--- config.mk ---
export PLATFORM = sky130hd
export DESIGN_NAME = hs_ram_arbiter
export DESIGN_NICKNAME = d
export VERILOG_FILES = /design/src/rtl/hs_ram_arbiter.sv
export SDC_FILE = /design/constraint.sdc
export NUM_CORES = 1
export LEC_CHECK = 0
export ABC_AREA = 1
export CAP_MARGIN = 20
export CORE_MARGIN = 1
export CORE_UTILIZATION = 46
export CTS_CLUSTER_DIAMETER = 80
export DETAILED_ROUTE_END_ITERATION = 8
export GPL_ROUTABILITY_DRIVEN = 0
export PLACE_DENSITY = 0.81
export SETUP_SLACK_MARGIN = 0.1
export SYNTH_ARGS = -nofsm -noshare
export SYNTH_HDL_FRONTEND = slang
export SYNTH_SLANG_ARGS = --single-unit
--- constraint.sdc ---
create_clock -name clk_sys -period 2.34 [get_ports clk_sys]
set_input_delay 0.468 -clock clk_sys [delete_from_list [all_inputs] [get_ports clk_sys]]
set_output_delay 0.468 -clock clk_sys [all_outputs]
set_load 0.02 [all_outputs]
--- src/rtl/hs_ram_arbiter.sv ---
// hs_ram_arbiter: shares the work-RAM port between the core CPU and the hiscore engine.
// Define HS_VBL_SYNC_EN to start each hiscore access only at a vblank rising edge.
module hs_ram_arbiter #(
    parameter int          AW        = 16,
    parameter int          DRAIN_CYC = 4,
    parameter logic [23:0] MAX_HOLD  = 24'd2000000
) (
    input  logic          clk_sys,
    input  logic          reset,
    input  logic          vblank,
    input  logic          user_pause,
    input  logic          hs_req,
    input  logic [AW-1:0] hs_addr,
    input  logic [7:0]    hs_wdata,
    input  logic          hs_we,
    output logic [7:0]    hs_rdata,
    output logic          hs_grant,
    output logic          hs_abort,
    input  logic [AW-1:0] cpu_addr,
    input  logic [7:0]    cpu_wdata,
    input  logic          cpu_we,
    output logic [7:0]    cpu_rdata,
    output logic          cpu_pause,
    output logic [AW-1:0] ram_addr,
    output logic [7:0]    ram_wdata,
    output logic          ram_we,
    input  logic [7:0]    ram_rdata
);
    typedef enum logic [2:0] {
        IDLE,
`ifdef HS_VBL_SYNC_EN
        WAIT_VBL,
`endif
        DRAIN,
        GRANT,
        RELEASE
    } state_t;

    state_t      state_q, state_d;
    logic [7:0]  cnt_q, cnt_d;
    logic [23:0] hold_q, hold_d;
    logic        sel_q, sel_d;
    logic        grant_q, grant_d;
    logic        abort_q, abort_d;
    logic        pause_q, pause_d;
    logic        block_q, block_d;

`ifdef HS_VBL_SYNC_EN
    logic        vbl_q;
    always_ff @(posedge clk_sys or posedge reset)
        if (reset) vbl_q <= 1'b0;
        else       vbl_q <= vblank;
`else
    logic        unused_vblank;
    assign unused_vblank = vblank;
`endif

    always_comb begin
        state_d = state_q;
        cnt_d   = cnt_q;
        hold_d  = hold_q;
        sel_d   = sel_q;
        grant_d = grant_q;
        abort_d = 1'b0;
        pause_d = pause_q;
        // After a timeout the request must be seen low before it can win again
        block_d = hs_req ? block_q : 1'b0;
        case (state_q)
            IDLE: if (hs_req && !block_q) begin
`ifdef HS_VBL_SYNC_EN
                state_d = WAIT_VBL;
`else
                state_d = DRAIN;
                cnt_d   = 8'(DRAIN_CYC);
                pause_d = 1'b1;
`endif
            end
`ifdef HS_VBL_SYNC_EN
            WAIT_VBL: begin
                if (!hs_req) state_d = IDLE;
                else if (vblank && !vbl_q) begin
                    state_d = DRAIN;
                    cnt_d   = 8'(DRAIN_CYC);
                    pause_d = 1'b1;
                end
            end
`endif
            DRAIN: begin
                if (!hs_req) begin
                    state_d = IDLE;
                    pause_d = 1'b0;
                end else begin
                    cnt_d = cnt_q - 8'd1;
                    if (cnt_q <= 8'd1) begin
                        state_d = GRANT;
                        sel_d   = 1'b1;
                        grant_d = 1'b1;
                        hold_d  = '0;
                    end
                end
            end
            GRANT: begin
                hold_d = (hold_q == 24'hFFFFFF) ? hold_q : hold_q + 24'd1;
                if (!hs_req) begin
                    state_d = RELEASE;
                    sel_d   = 1'b0;
                    grant_d = 1'b0;
                end else if (MAX_HOLD != 24'd0 && hold_d == MAX_HOLD) begin
                    state_d = RELEASE;
                    sel_d   = 1'b0;
                    grant_d = 1'b0;
                    abort_d = 1'b1;
                    block_d = 1'b1;
                end
            end
            RELEASE: begin
                state_d = IDLE;
                pause_d = 1'b0;
            end
            default: begin
                state_d = IDLE;
                sel_d   = 1'b0;
                grant_d = 1'b0;
                pause_d = 1'b0;
            end
        endcase
    end

    always_ff @(posedge clk_sys or posedge reset) begin
        if (reset) begin
            state_q <= IDLE;
            cnt_q   <= '0;
            hold_q  <= '0;
            sel_q   <= 1'b0;
            grant_q <= 1'b0;
            abort_q <= 1'b0;
            pause_q <= 1'b0;
            block_q <= 1'b0;
        end else begin
            state_q <= state_d;
            cnt_q   <= cnt_d;
            hold_q  <= hold_d;
            sel_q   <= sel_d;
            grant_q <= grant_d;
            abort_q <= abort_d;
            pause_q <= pause_d;
            block_q <= block_d;
        end
    end

    assign hs_grant  = grant_q;
    assign hs_abort  = abort_q;
    assign cpu_pause = user_pause | pause_q;
    assign ram_addr  = sel_q ? hs_addr : cpu_addr;
    assign ram_wdata = sel_q ? hs_wdata : cpu_wdata;
    assign ram_we    = sel_q ? (hs_we & grant_q) : cpu_we;
    assign hs_rdata  = ram_rdata;
    assign cpu_rdata = ram_rdata;
endmodule

### Word level (Yosys, flattened, before mapping)

Index checks and enable logic that the tools add are counted.
W data, S select, Z words.

| cells by class | value |
|---|---|
| add/sub/neg operators | 2 |
| order comparisons | 1 |
| equal/unequal tests | 11 |
| muxes and demuxes | 31 |
| bitwise operators | 4 |
| reductions and logical operators | 11 |

Operator list:

| kind | number |
|---|---|
| $mux W24 | 3 |
| $pmux W24 S2 | 1 |
| $add A24 B1 Y24 const B | 1 |
| $eq A24 B21 Y1 const B | 1 |
| $eq A24 B24 Y1 const B | 1 |
| $mux W8 | 3 |
| $mux W16 | 1 |
| $pmux W8 S2 | 1 |
| $mux W3 | 5 |
| $mux W1 | 14 |
| $reduce_and A3 Y1 | 4 |
| $pmux W3 S3 | 1 |
| $le A8 B1 Y1 const B | 1 |
| $ne A2 B2 Y1 const B | 4 |
| $sub A8 B1 Y8 const B | 1 |
| $eq A3 B2 Y1 const B | 2 |
| $ne A3 B3 Y1 const B | 2 |
| $pmux W1 S3 | 2 |
| $reduce_and A4 Y1 | 1 |
| $reduce_bool A2 Y1 | 2 |
| $eq A3 B1 Y1 const B | 1 |
| $logic_not A3 Y1 | 1 |
| $not A1 Y1 | 2 |
| $reduce_or A2 Y1 | 1 |
| 4 further kinds | 4 |

| word-level totals | value |
|---|---|
| register bits | 39 |
| input port bits | 63 |
| output and inout port bits | 44 |

### Longest topological paths before layout

| depth | value |
|---|---|
| word-level depth | 6 |
| depth in mapped cells | 17 |
| depth with buffers taken out | 17 |

### Worst setup path after synthesis

OpenSTA, ideal clock, no wires.

| timing | value |
|---|---|
| path kind | register to output |
| from | register hs_grant (netlist name) |
| to | output ram_addr[10] |
| data arrival time | 1,516 ps |
| required time | 1,872 ps |
| setup slack | 356 ps |
| stages on the path, launching flop included | 4 |
| path buffers | 2 |
| cells stage by stage | dfrtp_1 -> clkbuf_1 -> clkbuf_1 -> mux2_2 |

RTL lines:

| item | RTL line | text |
|---|---|---|
| end: declaration | 24 | `output logic [AW-1:0] ram_addr,` |

### Final worst setup path

| timing | value |
|---|---|
| from | register hold_q[1] |
| to | register state_q[0] |

| on the way | value |
|---|---|
| longest elaborated chain between the ends | 5 |

Ends and longest elaborated chain:

| item | RTL line | text |
|---|---|---|
| start: declaration | 41 | `logic [23:0] hold_q, hold_d;` |
| start signal: assignment | 142 | `hold_q <= hold_d;` |
| $add A24 B1 Y24 or $eq A24 B24 Y1 (tied branches) | 103 | `hold_d = (hold_q == 24'hFFFFFF) ? hold_q : hold_q + 24'd1;` |
| $mux W24 * | 103 |  |
| $eq A24 B21 Y1 * | 108 | `end else if (MAX_HOLD != 24'd0 && hold_d == MAX_HOLD) begin` |
| $ne A3 B3 Y1 (no source line) * | - |  |
| $reduce_and A3 Y1 (no source line) * | - |  |
| end signal: assignment | 140 | `state_q <= state_d;` |
| end: declaration | 39 | `state_t state_q, state_d;` |

Mark *: on every way between the ends. The rest lies on a longest branch, timed or not.
A chain may end at the register's enable or synchronous reset.

==> summary.json <==
{
  "design.core.area_mm2": 0.00642,
  "design.die.area_mm2": 0.00709,
  "max_freq_mhz": 461,
  "final_layout_size_suffix_gt1_share_pct": 20.0,
  "unrepaired_setup_endpoints_after_global_routing": "yes",
  "clock-skew-final_ns": 0.00980,
  "crit_type": "reg2reg",
  "worst-endpoint-arrival_ns": 2.36,
  "proportion_of_synthesized_chip_area_in_sequential_cells_pct": 30.6,
  "fp.dieW_um": 84.2,
  "worst_path_max_delay_cell": "dfrtp_1",
  "run_status": "complete, but fails checks",
  "cts.path.max_buffers": 2,
  "grt_max_degree": 39,
  "finalSetupTns_ns": 0,
  "critical_path.max_fanout": 6,
  "max_stage_delay_ns": 0.40,
  "routed_wirelength_um": 9360,
  "wp_buf_inv": 2,
  "timing_max_transition_violations_final": 0,
  "cts.root.buffer_cell": "clkbuf_8",
  "die-height_um": 84.2,
  "cell_breakdown_of_the_critical_path": "ha_4 -> nand2_4 -> nor2_4 -> nand2_4 -> nor2_4 -> nand2_2 -> buf_4 -> buf_4 -> o21ai_2 -> nand2_1 -> nor2_2 -> nand2_2 -> nand2_4 -> nand2_2 -> nand2_1 -> nand2_1",
  "layoutNonFillerInstCount": 607,
  "num_io_pins": 107,
  "power_density_mw_per_mm2": 670,
  "number_of_global_route_vias_before_repair": 3103,
  "drc": 10,
  "first_pass_iters": 7,
  "row_count": 29,
  "fillerInstances": 536,
  "met2_usage_pct": 44.3,
  "n_antenna_cell": 0,
  "finalHoldViolCount": 0,
  "max-vdd-ir-drop_uv": 582,
  "port-buffer-count": 81,
  "synth.net_count": 512,
  "clock_insertion_delay_worst_skew_ns": 0.29,
  "tritoncts": "built",
  "post-dp-hpwl_um": 7050,
  "finalWorstPathRequiredPeriod_ns": 2.17,
  "drtIter0Drc": 228,
  "netlist_area_mm2": 0.00311,
  "setup.worst_path.end_class": "register",
  "busiest_layer": "met2",
  "start_kind": "register",
  "portion_of_the_clock_cycle_consumed_by_the_worst_path_in_the_final_layout_pct": 92.8,
  "clock_sink_count": 38,
  "max-cap-violations": 0,
  "failed_checks": "design-rule violations",
  "route.antenna.remaining_nets": 0,
  "finalNetCount": 598,
  "clk_pin_slew_ns": 0.08,
  "min-delay-path-class": "reg2reg",
  "numPlacedInstances": 593,
  "synthesis.yosys.warnings": 0,
  "final-setup-viol-count": 0,
  "via_count": 3280,
  "antenna_found_initial": 0,
  "grtUsageTotal_pct": 26.3,
  "cts_hold_buffers": 0,
  "power.leakage_nw": 1.87,
  "worst_ep_required_ns": 2.53,
  "synth_edf_count": 0,
  "async_flop_share_pct": 100,
  "yosys_register_bits": 38,
  "multiInputGateArea_mm2": 0.00189,
  "grt_use_met3_pct": 5.01,
  "grt_overflow": 0,
  "grt_pass1_wl_um": 14700,
  "ys.flop_type": "dfrtp_1",
  "avgViaCountPerCell": 5.40,
  "gr-usage-met1_pct": 34.2,
  "cts-htree-levels": 2,
  "worst_slew_pin_slew_ns": 0.492,
  "cts-buffers-inserted": 5,
  "number_of_instances_in_the_synthesized_netlist": 443,
  "layout.area.seq_um2": 951,
  "critPathTopFamily": "simple AND/OR/NAND/NOR gates",
  "synthToLayoutAreaGrowth_pct": 36.1,
  "syn_avg_cell_area_um2": 7.01,
  "timing.slew.headroom_pct": 67.2,
  "ys_types": 30,
  "initial_utilization_pct": 48.4,
  "wire_per_inst_um": 15.4
}
-- state kept, by name (all words and copies together) (netlist names) --
| signal | cells |
|---|---|
| hold_q | 24 |
| pause_q | 1 |
| cnt_q | 8 |
| hs_grant | 1 |
| state_q | 2 |
| block_q | 1 |
| hs_abort | 1 |
-- cells in the final DEF (no fill, tap or decap), types with 15 or more instances in the layout --
cell type and count:
clkdlybuf4s50_1 56, inv_1 55, buf_4 20, a21oi_1 15, dfrtp_1 38, mux2_2 26, dlygate4sd2_1 25, nor2_2 15
nand3_1 35, nor2_1 38, nand2_1 94
-- power breakdown --
group | leakage, nW | switching (W) | total, W | internal, W
clock | 0.0472 | 0.000248 | 0.000485 | 0.000237
sequential | 0.516 | 0.0000800 | 0.000833 | 0.000753
combinational | 1.31 | 0.000871 | 0.00151 | 0.000642
total | 1.87 | 0.00120 | 0.00283 | 0.00163
-- synthesized netlist by cell type (8+ instances only) --
cell,instances,area [um^2]
nand4_1,10,62.6
o22ai_1,14,87.6
a21oi_1,15,75.1
o21ai_0,14,70.1
inv_1,55,206
mux2_2,26,293
xor2_1,8,70.1
nand2_1,98,368
nor2_1,52,195
nand2_2,9,56.3
buf_4,16,120
nand3_1,37,185
dfrtp_1,38,951
-- repair_timing --
action / 4_1_cts / 5_1_grt
resized for setup: 26 / 34
buffers inserted: 0 / 6
pin swaps: 0 / 11
endpoints found under the hold margin: 0 / 0
endpoints found under the setup margin: 27 / 28
-- kinds of logic after synthesis --
family                   Yosys count  share of synthesized area, %
AO/OA/AOI/OAI                     51                          9.14
adder cells (fa/ha/maj)            6                          2.42
multiplexers                      26                          9.42
AND/OR/NAND/NOR                  231                          33.9
XOR/XNOR                           8                          2.26
buffers and inverters             83                          12.3
flip-flops                        38                          30.6
-- path summary, 6_finish.rpt --
path | startpoint | endpoint | slack (ns) | cells past startpoint
setup / recovery | hold_q[1]$_DFFE_PP0P_ | state_q[0]$_DFFE_PP0P_ | 0.17 | 16
hold / removal | cnt_q[5]$_DFFE_PP0P_ | cnt_q[5]$_DFFE_PP0P_ | 0.50 | 1
setup reg to reg | hold_q[1]$_DFFE_PP0P_ | state_q[0]$_DFFE_PP0P_ | 0.17 | 16
hold reg to reg | cnt_q[5]$_DFFE_PP0P_ | cnt_q[5]$_DFFE_PP0P_ | 0.50 | 1
max in group asynchronous | reset | hold_q[9]$_DFFE_PP0P_ | 1.40 | 3
min in group asynchronous | reset | state_q[1]$_DFFE_PP0P_ | 0.59 | 3
-- per-layer routing --
metal,up-vias,part of all wire (%)
met2,116,50
met5,-,0
met1,1538,42
met4,0,2.1
met3,27,5.5
li1,1599,-
-- area by class of cell --
class                           count  share of cell area, %
Multi-Input combinational cell    322                   44.7
Sequential cell                    38                   22.5
Tap cell                           77                   2.28
Timing Repair Buffer              105                   23.3
Clock buffer                        6                   1.95
Inverter                           57                   5.06
Clock inverter                      2                  0.296
-- stage by stage --
| stage | setup WS (ns) | util [%] | total power [W] | hold WS [ns] | cell area, um^2 |
|---|---|---|---|---|---|
| 6_report | 0.169 | 65.8 | 0.00283 | 0.498 | 4230 |
| 3_3_place_gp | 0.0774 | 62.2 | 0.00233 | 0.480 | 3990 |
| 4_1_cts | 0.101 | 63.2 | 0.00278 | 0.500 | 4060 |
| 3_5_place_dp | 0.0477 | 62.2 | 0.00238 | 0.487 | 3990 |
| 5_1_grt | 0.0247 | 65.8 | 0.00302 | 0.528 | 4230 |
| 2_1_floorplan | 0.356 | - | 0.00184 | 0.458 | 3110 |
Note: power is estimated with default switching activity, not from simulation.
